<file path="src/rtl/isa_pkg.sv">
// ===========================================================================
// Module   : isa_pkg
// Purpose  : ISA constants, opcode encoding and instruction decode helpers.
// Revision : 1.0  initial release
// ===========================================================================
`default_nettype none

package isa_pkg;

  localparam int DATA_W = 16;
  localparam int NREGS  = 8;
  localparam int REG_W  = $clog2(NREGS);

  localparam int OP_MSB  = 15;
  localparam int OP_LSB  = 12;
  localparam int RD_MSB  = 11;
  localparam int RD_LSB  = 9;
  localparam int RS1_MSB = 8;
  localparam int RS1_LSB = 6;
  localparam int RS2_MSB = 5;
  localparam int RS2_LSB = 3;
  localparam int IMM_MSB = 5;

  typedef enum logic [3:0] {
    OP_NOP  = 4'h0,
    OP_R1   = 4'h1,
    OP_R2   = 4'h2,
    OP_R3   = 4'h3,
    OP_R4   = 4'h4,
    OP_R5   = 4'h5,
    OP_R6   = 4'h6,
    OP_R7   = 4'h7,
    OP_ADDI = 4'h8,
    OP_ST   = 4'h9
  } opcode_t;

  typedef struct packed {
    logic [3:0]       op;
    logic [REG_W-1:0] rd;
    logic [REG_W-1:0] rs1;
    logic [REG_W-1:0] rs2;
    logic             uses_rs1;
    logic             uses_rs2;
    logic             wr;
    logic             illegal;
  } dec_t;

  function automatic dec_t decode(input logic [DATA_W-1:0] instr);
    dec_t d;
    d.op       = instr[OP_MSB:OP_LSB];
    d.rd       = instr[RD_MSB:RD_LSB];
    d.rs1      = instr[RS1_MSB:RS1_LSB];
    d.rs2      = instr[RS2_MSB:RS2_LSB];
    d.uses_rs1 = 1'b0;
    d.uses_rs2 = 1'b0;
    d.wr       = 1'b0;
    d.illegal  = 1'b0;
    case (d.op)
      OP_NOP: ;
      OP_R1, OP_R2, OP_R3, OP_R4, OP_R5, OP_R6, OP_R7: begin
        d.uses_rs1 = 1'b1;
        d.uses_rs2 = 1'b1;
        d.wr       = 1'b1;
      end
      OP_ADDI: begin
        d.uses_rs1 = 1'b1;
        d.wr       = 1'b1;
      end
      OP_ST: begin
        d.uses_rs1 = 1'b1;
        d.uses_rs2 = 1'b1;
      end
      default: d.illegal = 1'b1;
    endcase
    return d;
  endfunction

  function automatic logic [DATA_W-1:0] sext_imm(input logic [DATA_W-1:0] instr);
    return {{(DATA_W-IMM_MSB-1){instr[IMM_MSB]}}, instr[IMM_MSB:0]};
  endfunction

endpackage

`default_nettype wire

</file>
<file path="src/rtl/decode_issue_if.sv">
// ===========================================================================
// Module   : decode_issue_if
// Purpose  : Fetch, register-file, writeback and ID/EX bundle of decode_issue.
// Revision : 1.0  initial release
// ===========================================================================
`default_nettype none

interface decode_issue_if;
  import isa_pkg::*;

  logic              in_valid;
  logic [DATA_W-1:0] in_instr;
  logic              in_ready;
  logic [REG_W-1:0]  rf_rs1;
  logic [REG_W-1:0]  rf_rs2;
  logic [DATA_W-1:0] rf_data_rs1;
  logic [DATA_W-1:0] rf_data_rs2;
  logic [REG_W-1:0]  rf_rd;
  logic [DATA_W-1:0] rf_data_in;
  logic              rf_we;
  logic              wb_we;
  logic [REG_W-1:0]  wb_rd;
  logic [DATA_W-1:0] wb_data;
  logic              out_valid;
  logic              out_ready;
  logic [3:0]        out_op;
  logic [REG_W-1:0]  out_rd;
  logic [DATA_W-1:0] out_a;
  logic [DATA_W-1:0] out_b;
  logic [DATA_W-1:0] out_imm;
  logic              out_wr;
  logic              out_illegal;

  modport slave (
    input  in_valid, in_instr, rf_data_rs1, rf_data_rs2,
           wb_we, wb_rd, wb_data, out_ready,
    output in_ready, rf_rs1, rf_rs2, rf_rd, rf_data_in, rf_we,
           out_valid, out_op, out_rd, out_a, out_b, out_imm, out_wr, out_illegal
  );

  modport master (
    output in_valid, in_instr, rf_data_rs1, rf_data_rs2,
           wb_we, wb_rd, wb_data, out_ready,
    input  in_ready, rf_rs1, rf_rs2, rf_rd, rf_data_in, rf_we,
           out_valid, out_op, out_rd, out_a, out_b, out_imm, out_wr, out_illegal
  );

endinterface

`default_nettype wire

</file>
<file path="src/rtl/decode_issue_scoreboard.sv">
// ===========================================================================
// Module   : scoreboard
// Purpose  : Pending-write mask with set/clear ports and two busy lookups.
// Revision : 1.0  initial release
// ===========================================================================
`default_nettype none

module scoreboard
  import isa_pkg::*;
(
  input  logic             clk,
  input  logic             rst_n,
  input  logic             set_i,
  input  logic [REG_W-1:0] set_idx_i,
  input  logic             clr_i,
  input  logic [REG_W-1:0] clr_idx_i,
  input  logic [REG_W-1:0] idx1_i,
  input  logic [REG_W-1:0] idx2_i,
  output logic             busy1_o,
  output logic             busy2_o
);

  logic [NREGS-1:0] pending_q;
  logic [NREGS-1:0] pending_d;

  // Clear first, then set, so a same-cycle set on the same register wins.
  always_comb begin
    pending_d = pending_q;
    if (clr_i) pending_d[clr_idx_i] = 1'b0;
    if (set_i) pending_d[set_idx_i] = 1'b1;
  end

  always_ff @(posedge clk or negedge rst_n) begin
    if (!rst_n) pending_q <= '0;
    else        pending_q <= pending_d;
  end

  assign busy1_o = pending_q[idx1_i];
  assign busy2_o = pending_q[idx2_i];

endmodule

`default_nettype wire

</file>
<file path="src/rtl/decode_issue.sv">
// ===========================================================================
// Module   : decode_issue
// Purpose  : Decode/issue stage with RAW scoreboard, forwarding and ID/EX register.
// Revision : 1.0  initial release
// ===========================================================================
`default_nettype none

module decode_issue
  import isa_pkg::*;
(
  input  logic          clk,
  input  logic          rst_n,
  decode_issue_if.slave bus
);

  dec_t              dec;
  logic              busy1, busy2, hit1, hit2, hazard, ready, accept;
  logic [DATA_W-1:0] opa, opb;

  logic              out_valid_q, out_valid_d;
  logic [3:0]        op_q, op_d;
  logic [REG_W-1:0]  rd_q, rd_d;
  logic [DATA_W-1:0] a_q, a_d, b_q, b_d, imm_q, imm_d;
  logic              wr_q, wr_d, ill_q, ill_d;

  assign dec = decode(bus.in_instr);

  assign bus.rf_rs1     = dec.rs1;
  assign bus.rf_rs2     = dec.rs2;
  assign bus.rf_rd      = bus.wb_rd;
  assign bus.rf_data_in = bus.wb_data;
  assign bus.rf_we      = bus.wb_we;

  assign hit1 = bus.wb_we && (bus.wb_rd == dec.rs1);
  assign hit2 = bus.wb_we && (bus.wb_rd == dec.rs2);

  // A pending source is released by the writeback that lands this cycle.
  assign hazard = (dec.uses_rs1 && busy1 && !hit1) ||
                  (dec.uses_rs2 && busy2 && !hit2);
  assign ready  = !hazard && (!out_valid_q || bus.out_ready);
  assign accept = bus.in_valid && ready;
  assign bus.in_ready = ready;

  assign opa = !dec.uses_rs1 ? '0 : (hit1 ? bus.wb_data : bus.rf_data_rs1);
  assign opb = !dec.uses_rs2 ? '0 : (hit2 ? bus.wb_data : bus.rf_data_rs2);

  scoreboard u_sb (
    .clk       (clk),
    .rst_n     (rst_n),
    .set_i     (accept && dec.wr),
    .set_idx_i (dec.rd),
    .clr_i     (bus.wb_we),
    .clr_idx_i (bus.wb_rd),
    .idx1_i    (dec.rs1),
    .idx2_i    (dec.rs2),
    .busy1_o   (busy1),
    .busy2_o   (busy2)
  );

  always_comb begin
    out_valid_d = out_valid_q;
    op_d        = op_q;
    rd_d        = rd_q;
    a_d         = a_q;
    b_d         = b_q;
    imm_d       = imm_q;
    wr_d        = wr_q;
    ill_d       = ill_q;
    if (accept) begin
      out_valid_d = 1'b1;
      op_d        = dec.op;
      rd_d        = dec.rd;
      a_d         = opa;
      b_d         = opb;
      imm_d       = sext_imm(bus.in_instr);
      wr_d        = dec.wr;
      ill_d       = dec.illegal;
    end else if (bus.out_ready) begin
      out_valid_d = 1'b0;
    end
  end

  always_ff @(posedge clk or negedge rst_n) begin
    if (!rst_n) begin
      out_valid_q <= 1'b0;
      op_q        <= '0;
      rd_q        <= '0;
      a_q         <= '0;
      b_q         <= '0;
      imm_q       <= '0;
      wr_q        <= 1'b0;
      ill_q       <= 1'b0;
    end else begin
      out_valid_q <= out_valid_d;
      op_q        <= op_d;
      rd_q        <= rd_d;
      a_q         <= a_d;
      b_q         <= b_d;
      imm_q       <= imm_d;
      wr_q        <= wr_d;
      ill_q       <= ill_d;
    end
  end

  assign bus.out_valid   = out_valid_q;
  assign bus.out_op      = op_q;
  assign bus.out_rd      = rd_q;
  assign bus.out_a       = a_q;
  assign bus.out_b       = b_q;
  assign bus.out_imm     = imm_q;
  assign bus.out_wr      = wr_q;
  assign bus.out_illegal = ill_q;

endmodule

`default_nettype wire

</file>
<file path="src/flat_wrapper.sv">
// flat-port wrapper written by rule: the top's interface ports become plain ports
module decode_issue_flat import isa_pkg::*;
  (clk, rst_n, bus_in_valid, bus_in_instr, bus_rf_data_rs1, bus_rf_data_rs2, bus_wb_we, bus_wb_rd, bus_wb_data, bus_out_ready, bus_in_ready, bus_rf_rs1, bus_rf_rs2, bus_rf_rd, bus_rf_data_in, bus_rf_we, bus_out_valid, bus_out_op, bus_out_rd, bus_out_a, bus_out_b, bus_out_imm, bus_out_wr, bus_out_illegal);
  decode_issue_if bus_i ();
  input  logic clk;
  input  logic rst_n;
  input wire logic [$bits(bus_i.in_valid)-1:0] bus_in_valid;
  input wire logic [$bits(bus_i.in_instr)-1:0] bus_in_instr;
  input wire logic [$bits(bus_i.rf_data_rs1)-1:0] bus_rf_data_rs1;
  input wire logic [$bits(bus_i.rf_data_rs2)-1:0] bus_rf_data_rs2;
  input wire logic [$bits(bus_i.wb_we)-1:0] bus_wb_we;
  input wire logic [$bits(bus_i.wb_rd)-1:0] bus_wb_rd;
  input wire logic [$bits(bus_i.wb_data)-1:0] bus_wb_data;
  input wire logic [$bits(bus_i.out_ready)-1:0] bus_out_ready;
  output wire logic [$bits(bus_i.in_ready)-1:0] bus_in_ready;
  output wire logic [$bits(bus_i.rf_rs1)-1:0] bus_rf_rs1;
  output wire logic [$bits(bus_i.rf_rs2)-1:0] bus_rf_rs2;
  output wire logic [$bits(bus_i.rf_rd)-1:0] bus_rf_rd;
  output wire logic [$bits(bus_i.rf_data_in)-1:0] bus_rf_data_in;
  output wire logic [$bits(bus_i.rf_we)-1:0] bus_rf_we;
  output wire logic [$bits(bus_i.out_valid)-1:0] bus_out_valid;
  output wire logic [$bits(bus_i.out_op)-1:0] bus_out_op;
  output wire logic [$bits(bus_i.out_rd)-1:0] bus_out_rd;
  output wire logic [$bits(bus_i.out_a)-1:0] bus_out_a;
  output wire logic [$bits(bus_i.out_b)-1:0] bus_out_b;
  output wire logic [$bits(bus_i.out_imm)-1:0] bus_out_imm;
  output wire logic [$bits(bus_i.out_wr)-1:0] bus_out_wr;
  output wire logic [$bits(bus_i.out_illegal)-1:0] bus_out_illegal;
  assign bus_i.in_valid = bus_in_valid;
  assign bus_i.in_instr = bus_in_instr;
  assign bus_i.rf_data_rs1 = bus_rf_data_rs1;
  assign bus_i.rf_data_rs2 = bus_rf_data_rs2;
  assign bus_i.wb_we = bus_wb_we;
  assign bus_i.wb_rd = bus_wb_rd;
  assign bus_i.wb_data = bus_wb_data;
  assign bus_i.out_ready = bus_out_ready;
  assign bus_in_ready = bus_i.in_ready;
  assign bus_rf_rs1 = bus_i.rf_rs1;
  assign bus_rf_rs2 = bus_i.rf_rs2;
  assign bus_rf_rd = bus_i.rf_rd;
  assign bus_rf_data_in = bus_i.rf_data_in;
  assign bus_rf_we = bus_i.rf_we;
  assign bus_out_valid = bus_i.out_valid;
  assign bus_out_op = bus_i.out_op;
  assign bus_out_rd = bus_i.out_rd;
  assign bus_out_a = bus_i.out_a;
  assign bus_out_b = bus_i.out_b;
  assign bus_out_imm = bus_i.out_imm;
  assign bus_out_wr = bus_i.out_wr;
  assign bus_out_illegal = bus_i.out_illegal;
  decode_issue u_core (.clk(clk), .rst_n(rst_n), .bus(bus_i));
endmodule
</file>
<file path="config.mk">
export PLATFORM = sky130hd
export DESIGN_NAME = decode_issue_flat
export DESIGN_NICKNAME = d
export VERILOG_FILES = /design/src/rtl/isa_pkg.sv /design/src/rtl/decode_issue_if.sv /design/src/rtl/decode_issue_scoreboard.sv /design/src/rtl/decode_issue.sv /design/src/flat_wrapper.sv
export SDC_FILE = /design/constraint.sdc
export NUM_CORES = 1
export LEC_CHECK = 0
export ABC_AREA = 1
export CORE_MARGIN = 8
export CORE_UTILIZATION = 45
export DETAILED_ROUTE_END_ITERATION = 7
export PLACE_DENSITY = 0.82
export REMOVE_ABC_BUFFERS = 1
export SLEW_MARGIN = 20
export SYNTH_ARGS = -nofsm -noshare
export SYNTH_HDL_FRONTEND = slang
export SYNTH_HIERARCHICAL = 1
export SYNTH_SLANG_ARGS = --single-unit
</file>
<file path="constraint.sdc">
create_clock -name clk -period 2.31 [get_ports clk]
set_input_delay 0.462 -clock clk [delete_from_list [all_inputs] [get_ports clk]]
set_output_delay 0.462 -clock clk [all_outputs]
set_load 0.05 [all_outputs]
</file>
==> impl_metrics.py <==
metrics = {
    "logic_synthesis": {
        "yosysWarnings": 6,
        "synth-xor-area-share_pct": 0,
        "synth.yosys.seq_area_share_pct": 37.75,
        "avgSynthCellArea_um2": 6.594,
        "ys_ff_latch": 56,
        "syn_area_mm2": 0.003712,
        "postSynthCellCount": 563,
        "synthAdderAreaFrac_pct": 0,
        "yosysUniqueCellTypes": 19,
        "synth-simple-area-share_pct": 41.73,
        "synth_compound_area_share_pct": 2.292,
        "muxShareOfSynthArea_pct": 0,
        "synth_top_family_by_area": "simple AND/OR/NAND/NOR gates",
    },
    "grt": {
        "overflow": 0,
        "antenna_found_initial": 0,
        "track_usage_pct": 21.67,
        "grt_max_degree": 33,
        "grt_pass1_vias": 4048,
        "grt_pass1_wl_mm": 20.20,
    },
    "setup_path": {
        "cp.arrival_ns": 1.76,
        "cpPeakStageDelay_ns": 0.44,
        "critPathCaptureType": "primary output",
        "critPathBufInv": 2,
        "cp_cell_sequence": "clkdlybuf4s50_1, o21ai_1, nand2_2, nand2_2, nand2_1, nor2_2, nor2_4, buf_12",
        "critPathKind": "input port to primary output",
        "crit_slowest_cell": "clkdlybuf4s50_1",
        "worstPathRequired_ns": 1.85,
        "start_kind": "input port",
        "crit_family": "buffers and inverters",
        "worst_path_most_repeated_cell": "nand2_2",
        "cp_max_fo": 3,
    },
    "clock_tree": {
        "holdBufCountCts": 0,
        "htree_levels": 2,
        "clkTransAtPathRegs_ns": 0.09,
        "cts_made_buffers": 5,
        "ctsRootBufferMaster": "clkbuf_8",
        "clock_sinks": 56,
        "cts_tree": "built",
        "clk_path_buf_depth": 2,
        "clkLatencyLatePin_ns": 0.31,
    },
    "placed_design": {
        "gp_congestion": 0.9043,
        "io_buffers": 156,
        "post-place-cells": 801,
        "dp_hpwl_mm": 9.809,
    },
    "sta": {
        "drv_slew": 0,
        "period_minus_slack_ns": 2.226,
        "setup_violations": 0,
        "holdWs_ns": 0.1636,
        "hold_viol": 0,
        "slew_headroom_pct": 57.55,
        "worst_pin_slew_ns": 0.6367,
        "finalClockSkew_ns": 0.008090,
        "finalCritPeriodShare_pct": 96.35,
        "fmax_ghz": 0.4493,
    },
    "route": {
        "via_per_inst": 4.899,
        "dr.first_iter.drc_count": 173,
        "drtAntennaViolNets": 0,
        "dr.pass1.iters": 5,
        "num_vias": 3968,
        "wirelength_mm": 12.51,
        "drc": 0,
        "wl_per_cell_um": 15.45,
    },
    "floorplanning": {
        "io_pins": 157,
        "start_util_pct": 45.87,
        "dieHeight_um": 106.8,
        "core_mm2": 0.008093,
        "row_count": 33,
        "die_area_mm2": 0.01141,
        "die_x_um": 106.8,
    },
    "pwr": {
        "power_density_mw_per_mm2": 786.7,
        "ir_worst_vdd_mv": 0.4316,
        "power.total_uw": 4490,
        "leakage_uw": 0.003111,
    },
    "cells_and_area": {
        "layout.cells.non_filler": 810,
        "diodes": 0,
        "syn2layout_area_growth_pct": 53.72,
        "fillers": 667,
        "utilization_pct": 70.52,
        "mostFrequentLayoutCell": "nand2_1",
        "nets": 778,
        "final_cell_mix": "nand2_1 (200), clkdlybuf4s50_1 (117), nand3_1 (68)",
        "drive_gt1_share_pct": 14.89,
    },
    "outcome": {
        "status": "finished clean",
    },
    "flow_run": {
        "max_cap_viol_count": 0,
    },
    "hold_path": {
        "hold_class": "input port to asynchronous set/reset pin",
    },
}
layer usage:
layer | track usage (%) | share of wire (%) | up-vias
li1 | - | - | 1948
met2 | 39.03 | 52 | 164
met3 | 4.079 | 6.4 | 22
met1 | 24.62 | 39 | 1834
met5 | 0 | 0 | -
met4 | 8.643 | 2.5 | 0
kinds of logic after synthesis:
group,after synthesis
simple gates,360
buf+inv,130
compound gates,17
flops,56
worst reg2reg max path: stages (launching register included):
cell and delay (ns):
dfrtp_1 0.40, inv_1 0.09, nand2_1 0.06, nand3_1 0.08, nand2_1 0.06, nand2_1 0.06, nand2_1 0.05, inv_1 0.06
nor2_1 0.04, nand2_1 0.07, nand2_1 0.08, nor2_4 0.14, buf_4 0.13, buf_4 0.10, nand3_1 0.08, inv_1 0.14
nand3_1 0.13, o21ai_0 0.20
report_power, final:
part           leakage (uW)  switching (uW)  internal, uW
clock network     0.0000501             307           312
logic               0.00234            1640           887
registers          0.000716             142          1200
path summary, 6_finish.rpt:
kind                                          start                        to  slack [ns]  cells past startpoint
hold reg to reg               u_core/bus.out_imm[4]     u_core/bus.out_imm[4]        0.48                      2
hold / removal                                rst_n      u_core/bus.out_op[0]        0.16                      1
max in group asynchronous                     rst_n      u_core/bus.out_rd[2]        1.55                      2
setup / recovery                   bus_in_instr[14]              bus_in_ready        0.08                      8
min in group clk              u_core/bus.out_imm[4]     u_core/bus.out_imm[4]        0.48                      2
setup reg to reg           u_core/u_sb/pending_q[7]  u_core/u_sb/pending_q[7]        0.26                     17
flip-flops by register name, indices dropped and copies added, names as in the netlist:
| name | flops |
|---|---|
| u_core/bus.out_valid | 1 |
| u_core/bus.out_imm | 6 |
| u_core/bus.out_rd | 3 |
| u_core/bus.out_a | 16 |
| u_core/bus.out_op | 4 |
| u_core/bus.out_b | 16 |
| u_core/u_sb/pending_q | 8 |
| u_core/bus.out_wr | 1 |
| u_core/bus.out_illegal | 1 |
metrics by stage:
stage / cell area (um2) / TNS, ns / setup WS, ns
after floorplan: 3302 / -34.33 / -1.729
after global placement: 5575 / -3.224 / -0.1246
after detailed placement: 5575 / -6.228 / -0.2127
after CTS: 5685 / 0 / 0.004940
after global routing: 5707 / -0.1030 / -0.03917
final: 5707 / 0 / 0.08424
Yosys cell counts (all sizes together):
cell type | instances | area share [%]
or2 | 1 | 0.17
dfrtp | 56 | 38
nand3 | 78 | 12
buf | 54 | 11
nor2 | 75 | 8.6
inv | 71 | 7.2
nand4 | 1 | 0.17
clkbuf | 5 | 0.51
o21ai | 17 | 2.3
nand2 | 205 | 21
layout make-up:
type / instances / area, um2 / area share, %
clock buffers: 5 / 68.82 / 1.206
repair buffers: 195 / 2167 / 37.97
flip-flops and latches: 56 / 1401 / 24.56
well taps: 105 / 131.4 / 2.302
multi-input cells: 377 / 1642 / 28.77
inverters: 71 / 266.5 / 4.670
clock inverters: 1 / 30.03 / 0.5262
timing repair:
| item | in CTS | in global routing |
|---|---|---|
| setup endpoints to repair | 1 | 37 |
| cloned | 0 | 0 |
| pin swaps | 2 | 3 |
| gates resized for setup | 6 | 9 |
| setup buffers | 2 | 1 |
Note: power is estimated with default switching activity, not from simulation.
